<file path="config.mk">
export PLATFORM = sky130hd
export DESIGN_NAME = mem_reg_bank_flat
export DESIGN_NICKNAME = d
export VERILOG_FILES = /design/src/rtl/mem_reg_bank_if.sv /design/src/rtl/mem_reg_bank.sv /design/src/flat_wrapper.sv
export SDC_FILE = /design/constraint.sdc
export NUM_CORES = 2
export LEC_CHECK = 0
export CAP_MARGIN = 5
export CORE_ASPECT_RATIO = 1.4
export CORE_MARGIN = 3
export CORE_UTILIZATION = 57
export DETAILED_ROUTE_END_ITERATION = 8
export MAX_ROUTING_LAYER = met4
export PLACE_DENSITY = 0.76
export REMOVE_ABC_BUFFERS = 1
export SYNTH_ARGS = -nofsm -noshare
export SYNTH_HDL_FRONTEND = slang
export SYNTH_SLANG_ARGS = --single-unit
</file>
<file path="constraint.sdc">
create_clock -name clk -period 3.2 [get_ports clk]
set_input_delay 0.48 -clock clk [delete_from_list [all_inputs] [get_ports clk]]
set_output_delay 0.48 -clock clk [all_outputs]
set_load 0.02 [all_outputs]
</file>
<file path="src/rtl/mem_reg_bank_if.sv">
// Bus bundle for mem_reg_bank: bank write/read ports, aux registers and scrub control.
// The master side drives requests, and the slave side returns read data and status.
interface mem_reg_bank_if #(
  parameter int DATA_W = 24,
  parameter int ADDR_W = 5,
  parameter int NAUX   = 2
) ();
  logic                   write;
  logic [ADDR_W-1:0]      dira;
  logic [ADDR_W-1:0]      dirb;
  logic [DATA_W-1:0]      data;
  logic [DATA_W-1:0]      A;
  logic [DATA_W-1:0]      B;
  logic [NAUX-1:0]        aux_we;
  logic [NAUX*DATA_W-1:0] aux_d;
  logic [NAUX*DATA_W-1:0] aux_q;
  logic                   clear;
  logic                   busy;

  modport master (
    output write, dira, dirb, data, aux_we, aux_d, clear,
    input  A, B, aux_q, busy
  );

  modport slave (
    input  write, dira, dirb, data, aux_we, aux_d, clear,
    output A, B, aux_q, busy
  );
endinterface

</file>
<file path="src/rtl/mem_reg_bank.sv">
// Two-read-port register bank with write-first bypass, a sequential zero-scrub engine,
// and independent auxiliary registers. Reset clears every word, so the bank is built from flops.
module mem_reg_bank #(
  parameter int DATA_W = 24,
  parameter int ADDR_W = 5,
  parameter int NAUX   = 2
) (
  input logic          clk,
  input logic          rst_n,
  mem_reg_bank_if.slave bus
);
  localparam int DEPTH = 2 ** ADDR_W;
  localparam logic [ADDR_W-1:0] LAST_ADDR = ADDR_W'(DEPTH - 1);

  typedef enum logic [0:0] {IDLE, SCRUB} state_t;

  state_t              state_reg;
  logic [ADDR_W-1:0]   cnt_reg;
  logic                busy_reg;
  logic [DATA_W-1:0]   a_reg;
  logic [DATA_W-1:0]   b_reg;
  logic [DATA_W-1:0]   mem_reg [DEPTH];
  logic [NAUX*DATA_W-1:0] aux_q_flat;

  always_ff @(posedge clk or negedge rst_n) begin
    if (!rst_n) begin
      state_reg <= IDLE;
      cnt_reg   <= '0;
      busy_reg  <= 1'b0;
      a_reg     <= '0;
      b_reg     <= '0;
      for (int i = 0; i < DEPTH; i++) begin
        mem_reg[i] <= '0;
      end
    end else begin
      case (state_reg)
        IDLE: begin
          if (bus.write) begin
            mem_reg[bus.dira] <= bus.data;
            a_reg             <= bus.data;
            b_reg             <= (bus.dirb == bus.dira) ? bus.data : mem_reg[bus.dirb];
          end else begin
            a_reg <= mem_reg[bus.dira];
            b_reg <= mem_reg[bus.dirb];
          end
          if (bus.clear) begin
            state_reg <= SCRUB;
            cnt_reg   <= '0;
            busy_reg  <= 1'b1;
          end
        end
        SCRUB: begin
          // Reads see the array before this edge's zero lands, so the scrubbed slot returns its old value once.
          mem_reg[cnt_reg] <= '0;
          a_reg            <= mem_reg[bus.dira];
          b_reg            <= mem_reg[bus.dirb];
          if (cnt_reg == LAST_ADDR) begin
            state_reg <= IDLE;
            cnt_reg   <= '0;
            busy_reg  <= 1'b0;
          end else begin
            cnt_reg <= cnt_reg + ADDR_W'(1);
          end
        end
        default: begin
          state_reg <= IDLE;
          cnt_reg   <= '0;
          busy_reg  <= 1'b0;
        end
      endcase
    end
  end

  genvar gi;
  generate
    for (gi = 0; gi < NAUX; gi++) begin : g_aux
      logic [DATA_W-1:0] q_reg;

      always_ff @(posedge clk or negedge rst_n) begin
        if (!rst_n) begin
          q_reg <= '0;
        end else if (bus.aux_we[gi]) begin
          q_reg <= bus.aux_d[gi*DATA_W +: DATA_W];
        end
      end

      assign aux_q_flat[gi*DATA_W +: DATA_W] = q_reg;
    end
  endgenerate

  assign bus.A     = a_reg;
  assign bus.B     = b_reg;
  assign bus.busy  = busy_reg;
  assign bus.aux_q = aux_q_flat;
endmodule

</file>
<file path="src/flat_wrapper.sv">
// flat-port wrapper written by rule: the top's interface ports become plain ports
module mem_reg_bank_flat 
#(
  parameter int DATA_W = 24,
  parameter int ADDR_W = 5,
  parameter int NAUX   = 2
)
  (clk, rst_n, bus_write, bus_dira, bus_dirb, bus_data, bus_aux_we, bus_aux_d, bus_clear, bus_A, bus_B, bus_aux_q, bus_busy);
  mem_reg_bank_if #(.DATA_W(DATA_W), .ADDR_W(ADDR_W), .NAUX(NAUX)) bus_i ();
  input logic clk;
  input logic rst_n;
  input wire logic [$bits(bus_i.write)-1:0] bus_write;
  input wire logic [$bits(bus_i.dira)-1:0] bus_dira;
  input wire logic [$bits(bus_i.dirb)-1:0] bus_dirb;
  input wire logic [$bits(bus_i.data)-1:0] bus_data;
  input wire logic [$bits(bus_i.aux_we)-1:0] bus_aux_we;
  input wire logic [$bits(bus_i.aux_d)-1:0] bus_aux_d;
  input wire logic [$bits(bus_i.clear)-1:0] bus_clear;
  output wire logic [$bits(bus_i.A)-1:0] bus_A;
  output wire logic [$bits(bus_i.B)-1:0] bus_B;
  output wire logic [$bits(bus_i.aux_q)-1:0] bus_aux_q;
  output wire logic [$bits(bus_i.busy)-1:0] bus_busy;
  assign bus_i.write = bus_write;
  assign bus_i.dira = bus_dira;
  assign bus_i.dirb = bus_dirb;
  assign bus_i.data = bus_data;
  assign bus_i.aux_we = bus_aux_we;
  assign bus_i.aux_d = bus_aux_d;
  assign bus_i.clear = bus_clear;
  assign bus_A = bus_i.A;
  assign bus_B = bus_i.B;
  assign bus_aux_q = bus_i.aux_q;
  assign bus_busy = bus_i.busy;
  mem_reg_bank #(.DATA_W(DATA_W), .ADDR_W(ADDR_W), .NAUX(NAUX)) u_core (.clk(clk), .rst_n(rst_n), .bus(bus_i));
endmodule
</file>
==> reports/results.ini <==
[logic_synthesis]
ys_seq_area_share_pct = 50.98
async_flop_share_pct = 100.0
synth-edff-count = 0
synthesis.area_um2 = 42750
yosys.area.top_type_share_pct = 50.98
syn-mean-instance-area_um2 = 14.41
synth_cell_types = 57
yosysTopAreaCell = dfrtp_1
synth_seq_cells = 871
yosysWarnings = 0
synthFlopType = dfrtp_1
synth_area_leaders = dfrtp_1 (51%), mux4_2 (20%), a22o_1 (16%), clkbuf_1 (2.2%), mux2_2 (2.2%)
syn_inst = 2967

[floorplan]
core_region_area_um2 = 74120
rows = 118
die_height_um = 330.1
die_w_um = 237.5
initial_core_util_pct = 57.68
boundaryPins = 185
die_area_um2 = 78380

[status]
run_status = finished, final reports clean

[finish]
drive_above_1_share_pct = 29.26
n_fill_cell = 5090
final_cell_count_no_fill = 4134
syn_to_final_growth_pct = 16.07
mostFrequentLayoutCells = dfrtp_1 (871), a22o_1 (775), mux4_2 (384)
final_core_util_pct = 66.96
fin_nets = 3192
finalInstanceArea_um2 = 49630
mostFrequentLayoutCell = dfrtp_1
largest_reg_flops = 768

[hold_path]
min_path_cells = 2
hold_end = u_core.g_aux[1].q_reg[1]$_DFFE_PN0P_
min_path_type = in -> reg
min_from = bus_aux_d[25]

[routing]
wire_per_inst_um = 36.24
vias = 32917
drt-pass1-iter-count = 6
dr.first_iter.drc_count = 4677
final_antenna_net_count = 0
drc_errors = 0
drt-total-wl_mm = 149.8
vias_per_cell = 7.963

[clock_network]
cts_made_buffers = 84
cts_resized = 0
clockRootBuffer = clkbuf_16
insertion_delay_ns = 0.67
h-tree-depth = 3
clk_path_buf_depth = 3
path_clk_slew_ns = 0.07
cts_tree = yes
clkSinkCount = 871

[grt]
antenna_found_initial = 6
grt_pass1_wl_mm = 224.1
grt_max_degree = 110
grt_pass1_vias = 33656
gr-total-overflow = 0
globalRouteTotalUtil_pct = 39.68

[setup_path]
r2r_start = u_core.cnt_reg[0]$_DFFE_PN0P_
reg2reg_to = u_core.mem_reg[459]$_DFFE_PN0P_
end_kind = flop
worstSetupStartpoint = u_core.cnt_reg[0]$_DFFE_PN0P_
critical_path_class = reg -> reg
cp-start-kind = flop
path_cells = inv_1 -> ha_1 -> and2_1 -> a21oi_2 -> buf_12 -> a22o_1
crit_required_ns = 3.80
r2r_slack_ns = 0.51
r2r_cells = 6
crit_fanout = 13
arrival_ns = 3.29
critical_path.max_stage_delay_ns = 1.11
slowest_stage = a21oi_2

[timing]
slew_headroom_pct = 12.67
max_freq_ghz = 0.3715
finalHoldViolations = 0
fin_skew_ns = 0.02989
finalSetupTns_ns = 0
worstMarginPinSlew_ns = 1.310
period_needed_ns = 2.692
final_max_slew_viol_count = 0
rsz0062_at_grt = false
fin_ws_ns = 0.5080
fin_crit_sh_pct = 84.12
whs_ns = 0.4286
setup_violations = 0

[placement]
dp_slack_ns = -0.05552
routabilityCongestion = 0.9721
dp_cells = 3971
dp_hpwl_mm = 96.21
placed_cell_area_um2 = 46760
port_buffers = 184

[power]
max-vdd-ir-drop_mv = 0.5548
finalPower_mw = 32.01
leakage_nw = 21.94
p_per_area_nw_per_um2 = 645.0

[run]
drv_cap = 0

-- cell families (layout without fill, tap and decap cells) --
kind of cell	count (synthesis)	count (layout)	share of synthesized area, %
xor+xnor	7	7	0.1434
flops	871	871	50.98
compound gates	1021	1021	19.77
other cells	0	6	0
mux	495	495	23.08
buf+inv	391	592	3.810
fa+ha+maj	5	5	0.1463
simple gates	177	177	2.075
-- worst max-delay path by stage --
stage / to / cells after the start / slack (ns)
2_1_floorplan: u_core.mem_reg[216]$_DFFE_PN0P_ / 5 / -0.16
3_3_place_gp: u_core.bus.A[0]$_DFF_PN0_ / 8 / -0.009
3_5_place_dp: u_core.bus.A[0]$_DFF_PN0_ / 8 / -0.06
4_1_cts: u_core.mem_reg[200]$_DFFE_PN0P_ / 7 / 0.62
5_1_grt: u_core.bus.A[0]$_DFF_PN0_ / 8 / 0.47
6_report: u_core.mem_reg[459]$_DFFE_PN0P_ / 6 / 0.51
-- final cells by class --
class | instances | area, µm² | area share, %
Sequential cell | 871 | 21800 | 43.92
Multi-Input combinational cell | 1705 | 19550 | 39.40
Timing Repair Buffer | 426 | 4209 | 8.482
Clock buffer | 121 | 2474 | 4.985
Tap cell | 960 | 1201 | 2.420
Clock inverter | 34 | 336.6 | 0.6782
Inverter | 11 | 41.29 | 0.08320
Antenna cell | 6 | 15.01 | 0.03026
-- timing repair --
item / 4_1_cts / 5_1_grt
buffers inserted: 0 / 0
hold buffers: 1 / 0
hold endpoints to repair: 61 / 0
-- worst max-delay path, delay by kind of cell, from the launching register on --
family / cells / cell delay, ns
compound gates: 2 / 1.26
flops: 1 / 0.43
simple gates: 1 / 0.37
buf+inv: 2 / 0.36
fa+ha+maj: 1 / 0.21
-- synth_stat cells (7+ instances only) --
cell,count
nand2_1,41
nor2_2,7
nor4_1,20
nor2b_1,8
buf_1,37
a21oi_1,43
and3_1,7
inv_1,10
a32oi_1,7
a32o_1,13
mux2i_1,26
a22o_1,775
clkbuf_1,255
buf_4,13
nand3_1,9
dfrtp_1,871
mux2_2,85
mux4_2,384
o22ai_1,82
nor2_1,52
buf_2,70
o22a_1,12
o21ai_0,29
a22oi_1,14
a221oi_1,22
nor3_1,9
-- power by group --
part,internal [mW],switching (mW)
combinational,3.63,3.79
clock,5.75,4.59
sequential,12.8,1.51
-- per-layer routing --
metal / GRT usage (%) / share of wire, % / routed length [µm] / vias to the layer above
met5: - / 0 / 0 / -
met4: 20.01 / 5.7 / 8574 / 0
met1: 51.69 / 36 / 54060 / 17099
met3: 10.55 / 12 / 18330 / 598
met2: 58.34 / 46 / 68870 / 2888
li1: - / - / - / 12332
No activity file was read; power rests on OpenSTA's default activity.
